## src/rtl/shifter_pkg.sv

```systemverilog
`default_nettype none
// ============================================================================
//  Module      : shifter_pkg
//  Description : Op codes, FSM state encoding and carry selection helper
//                shared by the sequential shift/rotate unit.
//  Revision    : 1.0  initial release
// ============================================================================
package shifter_pkg;

    localparam logic [2:0] SH_NONE = 3'b000;
    localparam logic [2:0] SH_LSL  = 3'b001;
    localparam logic [2:0] SH_LSR  = 3'b010;
    localparam logic [2:0] SH_ASR  = 3'b011;
    localparam logic [2:0] SH_ROL  = 3'b100;
    localparam logic [2:0] SH_ROR  = 3'b101;

    typedef enum logic [1:0] {
        ST_IDLE  = 2'd0,
        ST_SHIFT = 2'd1,
        ST_DONE  = 2'd2
    } state_t;

    // True for codes that actually move bits; NONE and the reserved 11x codes pass through.
    function automatic logic is_shift_op(input logic [2:0] op);
        return (op == SH_LSL) || (op == SH_LSR) || (op == SH_ASR) ||
               (op == SH_ROL) || (op == SH_ROR);
    endfunction

    // Picks the bit reported as carry for one step. Rotates report the bit that
    // wrapped, which lands at the opposite end of the result.
    function automatic logic carry_sel(input logic [2:0] op,
                                       input logic       lsl_out,
                                       input logic       lsr_out,
                                       input logic       res_lsb,
                                       input logic       res_msb);
        logic c;
        case (op)
            SH_LSL:         c = lsl_out;
            SH_LSR, SH_ASR: c = lsr_out;
            SH_ROL:         c = res_lsb;
            SH_ROR:         c = res_msb;
            default:        c = 1'b0;
        endcase
        return c;
    endfunction

endpackage
`default_nettype wire

```

## src/rtl/seq_shifter_step.sv

```systemverilog
`default_nettype none
// ============================================================================
//  Module      : shift_step
//  Description : Combinational single-step shifter. Shifts or rotates the
//                operand by k (0..STEP) and reports the last bit moved out.
//  Revision    : 1.0  initial release
// ============================================================================
module shift_step
    import shifter_pkg::*;
#(
    parameter  int WIDTH = 16,
    parameter  int STEP  = 1,
    localparam int KW    = $clog2(STEP) + 1
) (
    input  logic [WIDTH-1:0] data,
    input  logic [2:0]       op,
    input  logic [KW-1:0]    k,
    output logic [WIDTH-1:0] data_shifted,
    output logic             carry_bit
);

    // One extra bit on each side catches the last bit pushed out of the word.
    logic [WIDTH:0]   w_lsl_ext;
    logic [WIDTH:0]   w_lsr_ext;
    logic [WIDTH-1:0] w_asr;
    logic [WIDTH-1:0] w_rol;
    logic [WIDTH-1:0] w_ror;

    assign w_lsl_ext = {1'b0, data} << k;
    assign w_lsr_ext = {data, 1'b0} >> k;
    assign w_asr     = WIDTH'($signed(data) >>> k);
    assign w_rol     = (data << k) | (data >> (WIDTH - int'(k)));
    assign w_ror     = (data >> k) | (data << (WIDTH - int'(k)));

    // Select the shifted word for the requested operation.
    always_comb begin
        data_shifted = data;
        case (op)
            SH_LSL:  data_shifted = w_lsl_ext[WIDTH-1:0];
            SH_LSR:  data_shifted = w_lsr_ext[WIDTH:1];
            SH_ASR:  data_shifted = w_asr;
            SH_ROL:  data_shifted = w_rol;
            SH_ROR:  data_shifted = w_ror;
            default: data_shifted = data;
        endcase
    end

    assign carry_bit = carry_sel(op, w_lsl_ext[WIDTH], w_lsr_ext[0],
                                 data_shifted[0], data_shifted[WIDTH-1]);

endmodule
`default_nettype wire

```

## src/rtl/seq_shifter.sv

```systemverilog
`default_nettype none
// ============================================================================
//  Module      : seq_shifter
//  Description : Multi-cycle shift/rotate unit with valid/ready handshakes.
//                Moves up to STEP bits per cycle until the requested amount
//                is consumed, then holds the result until it is taken.
//  Revision    : 1.0  initial release
// ============================================================================
module seq_shifter
    import shifter_pkg::*;
#(
    parameter int WIDTH = 16,
    parameter int STEP  = 1,
    parameter int AMT_W = $clog2(WIDTH)
) (
    input  logic             clk,
    input  logic             reset,
    input  logic             in_valid,
    output logic             in_ready,
    input  logic [WIDTH-1:0] in_data,
    input  logic [2:0]       shift_op,
    input  logic [AMT_W-1:0] amount,
    output logic             out_valid,
    input  logic             out_ready,
    output logic [WIDTH-1:0] out_data,
    output logic             carry_out,
    output logic             busy
);

    localparam int KW = $clog2(STEP) + 1;
    localparam logic [AMT_W:0] c_step_ext = (AMT_W + 1)'(STEP);
    localparam logic [KW-1:0]  c_step_k   = KW'(STEP);

    state_t           r_state;
    state_t           w_next_state;
    logic [WIDTH-1:0] r_data;
    logic [2:0]       r_op;
    logic [AMT_W-1:0] r_remaining;
    logic             r_carry;

    logic             w_accept;
    logic             w_start_shift;
    logic [AMT_W:0]   w_rem_ext;
    logic [KW-1:0]    w_k;
    logic             w_last;
    logic [WIDTH-1:0] w_shifted;
    logic             w_step_carry;

    assign in_ready      = (r_state == ST_IDLE) & ~reset;
    assign w_accept      = in_valid & in_ready;
    assign w_start_shift = is_shift_op(shift_op) && (amount != '0);

    // Remaining is widened by one bit so STEP == WIDTH still compares correctly.
    assign w_rem_ext = {1'b0, r_remaining};
    assign w_k       = (w_rem_ext < c_step_ext) ? w_rem_ext[KW-1:0] : c_step_k;
    assign w_last    = (w_rem_ext <= c_step_ext);

    shift_step #(
        .WIDTH (WIDTH),
        .STEP  (STEP)
    ) u_step (
        .data         (r_data),
        .op           (r_op),
        .k            (w_k),
        .data_shifted (w_shifted),
        .carry_bit    (w_step_carry)
    );

    // State register; reset abandons any request in flight.
    always_ff @(posedge clk or posedge reset) begin
        if (reset) begin
            r_state <= ST_IDLE;
        end else begin
            r_state <= w_next_state;
        end
    end

    // Next-state: trivial requests skip SHIFT; DONE waits for the consumer.
    always_comb begin
        w_next_state = r_state;
        case (r_state)
            ST_IDLE: begin
                if (w_accept) begin
                    w_next_state = w_start_shift ? ST_SHIFT : ST_DONE;
                end
            end
            ST_SHIFT: begin
                if (w_last) begin
                    w_next_state = ST_DONE;
                end
            end
            ST_DONE: begin
                if (out_ready) begin
                    w_next_state = ST_IDLE;
                end
            end
            default: w_next_state = ST_IDLE;
        endcase
    end

    // Operand/carry/remaining registers: load on accept, step while shifting.
    always_ff @(posedge clk or posedge reset) begin
        if (reset) begin
            r_data      <= '0;
            r_op        <= SH_NONE;
            r_remaining <= '0;
            r_carry     <= 1'b0;
        end else if (w_accept) begin
            r_data      <= in_data;
            r_op        <= shift_op;
            r_remaining <= amount;
            r_carry     <= 1'b0;
        end else if (r_state == ST_SHIFT) begin
            r_data      <= w_shifted;
            r_carry     <= w_step_carry;
            r_remaining <= r_remaining - AMT_W'(w_k);
        end
    end

    assign out_valid = (r_state == ST_DONE);
    assign busy      = (r_state != ST_IDLE);
    assign out_data  = r_data;
    assign carry_out = r_carry;

endmodule
`default_nettype wire

```

## config.mk

```make
export PLATFORM = sky130hd
export DESIGN_NAME = seq_shifter
export DESIGN_NICKNAME = d
export VERILOG_FILES = /design/src/rtl/shifter_pkg.sv /design/src/rtl/seq_shifter_step.sv /design/src/rtl/seq_shifter.sv
export SDC_FILE = /design/constraint.sdc
export NUM_CORES = 1
export LEC_CHECK = 0
export BUFFER_PORTS_ARGS = -buffer_cell sky130_fd_sc_hd__buf_2
export CAP_MARGIN = 25
export CORE_UTILIZATION = 49
export DETAILED_ROUTE_END_ITERATION = 16
export MAX_ROUTING_LAYER = met4
export PLACE_DENSITY = 0.73
export SYNTH_ARGS = -nofsm -noshare
export SYNTH_HDL_FRONTEND = slang
export SYNTH_SLANG_ARGS = --single-unit
```

## constraint.sdc

```tcl
create_clock -name clk -period 2.2 [get_ports clk]
set_input_delay 0.11 -clock clk [delete_from_list [all_inputs] [get_ports clk]]
set_output_delay 0.11 -clock clk [all_outputs]
set_load 0.005 [all_outputs]
```

After elaboration in Yosys (flattened, before gate mapping). Cells that the tools add are included.

Shift operators: 7. Equal/unequal tests: 15. Multiply operators: 0. Bitwise gates (word level): 5. Reductions and logical operators: 13. Magnitude comparators: 2. Mux-type cells: 14. Divide/modulo/power cells: 0. Add/sub/neg operators: 2.

Operators with widths (count): 16-bit case mux with 5 select lines (1); 16-bit two-way mux (2); 16-bit bitwise OR (2); 16-bit by 32-bit left shift with 16-bit output (1); 16-bit by 32-bit >> shifter with 16-bit output (1); 16-bit by 1-bit left shift with 17-bit output (1); 17-bit by 1-bit >> shifter with 17-bit output (1); 16-bit by 1-bit left shift with 16-bit output (1); 16-bit by 1-bit >> shifter with 16-bit output (1); 16-bit by 1-bit >>> shifter with 16-bit output (1); 3-bit by 2-bit equality test with 1-bit output (second input constant) (4); 3-bit equality test (second input constant) (4); 2-bit two-way mux (4); 4-bit two-way mux (2); 3-bit by 1-bit equality test with 1-bit output (second input constant) (2); 2-bit case mux with 3 select lines (1); 6-bit nonzero test (1); 5-bit by 1-bit subtractor with 6-bit output (first input constant) (1); 4-bit by 1-bit less-or-equal comparator with 1-bit output (second input constant) (1); 1-bit logical OR (4); 4-bit by 1-bit < comparator with 1-bit output (second input constant) (1); 2-bit inequality test (second input constant) (2); 1-bit case mux with 4 select lines (1); 2-bit nonzero test (2); 13 further kinds (16).

Bits in latches: 0. Bits of input ports: 27. Word-level logic and storage cells: 64. Bits in registers: 26. ROM bits: 0. Output and inout port bits: 20. Memory bits (writable): 0. Memories: 0.

Depth between registers and ports, before layout. Gate-level depths: netlist (run 1).

Word-level depth: 9. Gate-level depth with buffers: 7.

Hierarchy. A second synthesis (run 1) with hierarchy kept.

Cells, all modules: 221. Area total of the unflattened synthesis: 1925.6 µm².

Modules (own cells, without submodules): seq_shifter (instances 1, sequential area each 650.6 µm², area an instance 1263.7 µm², cells an instance 120); shift_step (instances 1, sequential area each 0.0 µm², area an instance 661.9 µm², cells an instance 101).

Least setup slack after synthesis (run 1). OpenSTA, ideal clock, no wires.

Path kind: flip-flop to flip-flop. Start: register r_remaining[2]. End: register r_remaining[2]. Clock period less this slack: 1920 ps. Stages on the path, launching flop included: 8. Library setup time: 126 ps. Arrival: 1794 ps. Data required time: 2074 ps. Path slack: 280 ps. Path through: dfrtp_1 > nor4_4 > buf_6 > buf_2 > nor2_1 > ha_1 > nor3b_1 > a221o_1.

Longest elaborated chain between the ends: 5.

Ends and longest elaborated chain: start: declaration (RTL line seq_shifter.sv:38) `logic [AMT_W-1:0] r_remaining;`; start signal: assignment (RTL line seq_shifter.sv:111) `r_remaining <= amount;`; start signal: assignment (RTL line seq_shifter.sv:116) `r_remaining <= r_remaining - AMT_W'(w_k);`; 4-bit by 1-bit < comparator with 1-bit output (RTL line seq_shifter.sv:55) `assign w_k = (w_rem_ext < c_step_ext) ? w_rem_ext[KW-1:0] : c_step_k;`; 1-bit two-way mux (RTL line seq_shifter.sv:55); 4-bit by 1-bit subtractor with 4-bit output * (RTL line seq_shifter.sv:116); 4-bit two-way mux * (RTL line seq_shifter.sv:113) `end else if (r_state == ST_SHIFT) begin`; 4-bit two-way mux * (RTL line seq_shifter.sv:108) `end else if (w_accept) begin`.

Mark *: on every way between the ends. The rest lies on a longest branch, timed or not. The select of a mux whose other input is x is not followed. A chain may end at the register's enable or synchronous reset.

Worst setup path in the final report (run 1).
Start: register r_op[1]. End: register r_data[10], in the netlist out_data[10].

Longest elaborated chain between the ends: 4. Elaborated cells between the ends (all ways): 10. Those cells by class: eq/ne: 5; mux: 3; reduce/logical: 2.

Ends and longest elaborated chain: start: declaration (RTL line seq_shifter.sv:37) `logic [2:0] r_op;`; start signal: assignment (RTL line seq_shifter.sv:110) `r_op <= shift_op;`; 3-bit equality test, or another cell as far along (RTL line seq_shifter_step.sv:38) `case (op)`; 16-bit case mux with 5 select lines (RTL line seq_shifter_step.sv:38); 16-bit two-way mux (RTL line seq_shifter.sv:113); 16-bit two-way mux (RTL line seq_shifter.sv:108); end signal: assignment (RTL line seq_shifter.sv:109) `r_data <= in_data;`; end signal: assignment (RTL line seq_shifter.sv:114) `r_data <= w_shifted;`; end: declaration (RTL line seq_shifter.sv:36) `logic [WIDTH-1:0] r_data;`.

Parallel ways exist; a longest one is shown, timed or not. The select of a mux whose other input is x is not followed.

==> metrics.cfg, run 1 <==
[status]
outcome = completed

[timing]
hold_ws_ns = 0.03343
fin_tns_setup_ns = 0
clock_skew_ns = 0.002762
period_needed_ns = 1.928
finalWorstSetupSlack_ns = 0.2722
period_share_pct = 87.63
slew_headroom_pct = 66.73
hold_viol_final = 0
rsz0062_at_grt = false
setup_viol_count_final = 0
tightest_slew_ns = 0.4985
fmax_ghz = 0.5187
slew_viol_final = 0

[pwr]
p_leak_nw = 1.134
p_per_area_mw_per_mm2 = 1620
peakVddDrop_v = 0.0007364

[yosys]
synth_area_leader_cell = dfrtp_1
synthCells = 269
syn_nets = 297
yosys.cell_types.count = 50
synthArstFlopShare_pct = 100.0
synth.most_common_cell = dfrtp_1
synth_commonest_cells = dfrtp_1 (26), nand2_1 (23), a211oi_1 (22), o21ai_0 (22), a221o_1 (14)
syn_area_mm2 = 0.002277
synth_top_area_share_pct = 28.57
synth-edff-count = 0
ys.flop_type = dfrtp_1
ys_ff_latch = 26
synth-warning-count = 0
synth_area_leaders = dfrtp_1 (29%), a211oi_1 (7.3%), a221o_1 (6.2%)
yosysSeqAreaShare_pct = 28.57
postSynthAreaPerCell_um2 = 8.465

[finish]
areaGrowthSynthToFinish_pct = 17.64
antenna_cells = 0
fillCellCount = 390
stdcell_count = 363
utilization_pct = 60.69
fin_nets = 340
drive_gt1_share_pct = 25.40

[worst_setup_path]
rr_worst_depth = 6
endpoint_kind = flip-flop
path_cells = buf_12, or3_1, nand3_1, buf_4, a211oi_1, a211oi_1
path_max_fanout = 20
crit_top_cell = a211oi_1
arrival_ns = 2.12
r2r_setup_slack_ns = 0.27
cpMaxStageDelayCell = dfrtp_1
r2r_end = out_data[10]
worstSetupPathType = flip-flop to flip-flop
reg2reg_from = r_op[1]
start_kind = flip-flop
critical_path_required_ns = 2.39
cp_slowest_stage_delay_ns = 0.52

[placement]
dp_hpwl_mm = 3.948
gp_congestion = 0.8879
port_buffers = 46
dp_cells = 356
dp_slack_ns = 0.2171

[route]
routed_wirelength_mm = 6.017
detail-route-antenna-nets = 0
num_vias = 2343
drt_first_iter_violations = 165
drc = 0
wl_per_cell_um = 16.58
via_per_inst = 6.455
drtPass1Iterations = 4

[global_route]
grt_max_degree = 31
grt_pass1_vias = 2156
antenna_found_initial = 0
grt_pass1_wl_mm = 10.34
grt_usage_pct = 26.59
overflow = 0

[floorplanning]
num_rows = 24
die-width_um = 70.17
core_area_mm2 = 0.004414
dieArea_mm2 = 0.004924
io_pins = 47
die_y_um = 70.17
start_util_pct = 51.59

[clock_network]
cts_buffers = 3
insertion_delay_ns = 0.28
clock-root-buffer = clkbuf_8
cts_tree = done
cts_buffer_depth = 2
clk_pin_slew_ns = 0.10
clock_sinks = 26
cts_htree_levels = 1

[hold_path]
min_from = shift_op[0]
hold_end = r_op[0]
hp-class = primary input to flip-flop
hold_depth = 3

[run]
drv_cap = 0

-- through the flow --
step | power, mW | area [µm²]
2_1_floorplan | 3.107 | 2277
3_3_place_gp | 3.832 | 2582
3_5_place_dp | 3.868 | 2582
4_1_cts | 4.301 | 2664
5_1_grt | 4.733 | 2679
6_report | 4.340 | 2679
-- flip-flops by register name (all words and copies together), names as in the netlist --
signal,cells
carry_out,1
out_data,16
r_op,3
r_remaining,4
r_state,2
-- timing repair --
action,in CTS,in global routing
resized for setup,0,0
setup endpoints to repair,0,1
hold buffers,1,0
setup buffers,0,2
endpoints found under the hold margin,26,0
-- worst max-delay path, delay by kind of cell, from the launching register on --
family | cells | cell delay, ns
AO/OA/AOI/OAI | 2 | 0.34
buffers and inverters | 2 | 0.45
AND/OR/NAND/NOR | 2 | 0.52
flip-flops | 1 | 0.52
-- area by class of cell --
cell class	instances	area [µm²]	area share (%)
sequential	26	650.6	24.29
timing repair buffer	64	392.9	14.67
clock inverter	1	30.03	1.121
tap	52	65.06	2.429
multi-input combinational	212	1480	55.25
clock buffer	3	41.29	1.541
inverter	5	18.77	0.7006
-- how the worst max path moves through the flow --
stage,from,endpoint,slack [ns],cells after the start
final,r_op[1],out_data[10],0.27,6
after global routing,r_op[1],out_data[10],0.07,6
after CTS,r_op[1],out_data[2],0.20,4
after detailed placement,r_state[1],out_data[2],0.22,4
after global placement,r_op[1],out_data[2],0.25,4
after floorplan,r_remaining[2],r_remaining[2],0.28,7
-- logic make-up (layout without fill, tap and decap cells) --
logic type / Yosys count / count (layout) / share of synthesized area [%]
and+or+nand+nor: 83 / 83 / 20.49
buffers and inverters: 31 / 73 / 6.703
muxes: 15 / 15 / 6.758
AOI/OAI and AO/OA: 113 / 113 / 36.92
adders and majority gates: 1 / 1 / 0.5494
DFF: 26 / 26 / 28.57
-- placed cells by master (no fill, tap or decap), drive strengths merged, types with 2 or more instances in the layout --
cell / n
a211oi: 23
or2: 2
o211ai: 2
clkbuf: 3
nor2: 11
or3: 11
mux2: 3
o21ai: 25
nand2b: 13
o21a: 10
a221o: 14
and2: 3
dfrtp: 26
a21oi: 4
nor4: 3
o31ai: 12
a31oi: 2
nor3b: 2
inv: 5
mux2i: 12
nand2: 23
a2111o: 4
nor3: 5
nand3: 3
buf: 63
nor2b: 3
o22ai: 6
-- routing by layer --
| layer | up-vias | GRT usage, % | share of wire, % |
|---|---|---|---|
| li1 | 1139 | - | - |
| met1 | 1114 | 36.26 | 48 |
| met2 | 84 | 40.06 | 46 |
| met3 | 6 | 3.608 | 5.3 |
| met4 | 0 | 10.44 | 1.2 |
| met5 | - | - | 0 |
-- power by group --
part           internal [mW]  total (mW)  leakage [nW]  switching, mW
logic                   1.33        2.77         0.785           1.43
clock network          0.244       0.415        0.0357          0.171
registers              0.723        1.16         0.314          0.436
total                   2.30        4.34          1.13           2.04
Note: power is estimated with default switching activity, not from simulation.
==> run 2: changes to the inputs <==
--- a/config.mk
+++ b/config.mk
@@ -8,9 +8,11 @@
 export BUFFER_PORTS_ARGS = -buffer_cell sky130_fd_sc_hd__buf_2
 export CAP_MARGIN = 25
 export CORE_UTILIZATION = 49
+export CTS_CLUSTER_DIAMETER = 60
 export DETAILED_ROUTE_END_ITERATION = 16
 export MAX_ROUTING_LAYER = met4
 export PLACE_DENSITY = 0.73
+export SETUP_SLACK_MARGIN = 0.3
 export SYNTH_ARGS = -nofsm -noshare
 export SYNTH_HDL_FRONTEND = slang
 export SYNTH_SLANG_ARGS = --single-unit
==> run 2 against run 1 <==
  * Core utilization rose by 0.48 points
  * Worst setup slack improved by 0.082 ns
  * Clock skew rose by 0.0027 ns
  * Largest power group unchanged
  * Critical endpoint is now out_data[1]
  * Power fell by 0.91%
  * Clock power fell by 31%
==> metrics.cfg, run 2 (synthesis gave the netlist of run 1 again) <==
[floorplanning]
start_util_pct = 51.59
die-width_um = 70.17
die_y_um = 70.17
io_pins = 47
dieArea_mm2 = 0.004924
num_rows = 24
core_area_mm2 = 0.004414

[timing]
hold_viol_final = 0
tightest_slew_ns = 0.4696
period_needed_ns = 1.846
hold_ws_ns = 0.03624
slew_headroom_pct = 68.45
setup_viol_count_final = 0
finalWorstSetupSlack_ns = 0.3544
fin_tns_setup_ns = 0
clock_skew_ns = 0.005469
fmax_ghz = 0.5418
slew_viol_final = 0
rsz0062_at_grt = true
period_share_pct = 83.89

[route]
drt_first_iter_violations = 266
routed_wirelength_mm = 6.317
detail-route-antenna-nets = 0
num_vias = 2336
drtPass1Iterations = 4
via_per_inst = 6.400
drc = 0
wl_per_cell_um = 17.31

[worst_setup_path]
arrival_ns = 2.05
crit_family = compound AO/OA/AOI/OAI gates
path_cells = nor4_4, buf_12, o21ai_1, a2111o_1, a211oi_2
start_kind = flip-flop
rr_worst_depth = 5
path_max_fanout = 15
crit_buf_inv = 1
worstSetupPathType = flip-flop to flip-flop
critical_path_required_ns = 2.40
cpMaxStageDelayCell = dfrtp_1
cp.depth = 5
endpoint_kind = flip-flop
cp_slowest_stage_delay_ns = 0.45

[placement]
gp_congestion = 0.8391
dp_slack_ns = 0.3451
port_buffers = 46
dp_hpwl_mm = 4.104
place_area_mm2 = 0.002590
dp_cells = 357

[finish]
stdcell_count = 365
antenna_cells = 0
utilization_pct = 61.17
areaGrowthSynthToFinish_pct = 18.57
largest_reg_flops = 16
final_cell_area_mm2 = 0.002700
final_cell_mix = buf_2 (46), nand2_1 (23), dfrtp_1 (23)
fillCellCount = 392
fin_nets = 343
drive_gt1_share_pct = 27.16
final_common_cell = buf_2
layout.area.seq_um2 = 654.4
multi_input_area_mm2 = 0.001484

[clock_network]
insertion_delay_ns = 0.28
cts_htree_levels = 1
clk_pin_slew_ns = 0.10
cts_buffer_depth = 2
cts_buffers = 3
cts_tree = done
clock_sinks = 26
clock-root-buffer = clkbuf_8

[pwr]
peakVddDrop_v = 0.0008081
finalPower_mw = 4.300
p_leak_nw = 1.141
p_per_area_mw_per_mm2 = 1593

[status]
outcome = completed

[global_route]
antenna_found_initial = 0
grt_usage_pct = 26.44
overflow = 0
grt_pass1_vias = 2134
grt_max_degree = 40
grt_pass1_wl_mm = 10.41

[hold_path]
hp-class = primary input to flip-flop
hold_depth = 3

[run]
drv_cap = 0

## run 2: cell type report
type | instances | share of cell area [%]
timing repair buffer | 67 | 16.17
inverter | 5 | 0.6951
clock buffer | 3 | 1.529
multi-input combinational | 212 | 54.96
sequential | 26 | 24.24
tap | 52 | 2.410
## run 2: path summary, 6_finish.rpt
path	startpoint	to	slack, ns
max in group asynchronous	reset	r_op[1]	1.43
min	in_data[15]	out_data[15]	0.04
min in group asynchronous	reset	r_state[1]	0.48
max reg2reg	r_remaining[3]	out_data[1]	0.35
min reg2reg	carry_out	carry_out	0.53
max	r_remaining[3]	out_data[1]	0.35
## run 2: what timing repair did
item                                    CTS  global route
hold endpoints to repair                 26             0
endpoints found under the setup margin    0            13
resized for setup                         0             5
buffers inserted                          0             3
hold buffers                              1             0
## run 2: report_power, final
group / switching, mW / internal (mW)
Clock: 0.162 / 0.123
Sequential: 0.466 / 0.729
Combinational: 1.44 / 1.38
## run 2: layer usage
layer | track usage, % | up-vias | part of all wire (%)
met1 | 37.43 | 1110 | 47
li1 | - | 1139 | -
met2 | 41.99 | 83 | 47
met5 | - | - | 0
met4 | 4.667 | 0 | 0.51
met3 | 2.165 | 4 | 5.5
## run 2: worst reg2reg max path, stage by stage, from the launching register on
cell,delay [ns]
dfrtp_1,0.45
nor4_4,0.41
buf_12,0.19
o21ai_1,0.07
a2111o_1,0.45
a211oi_2,0.21
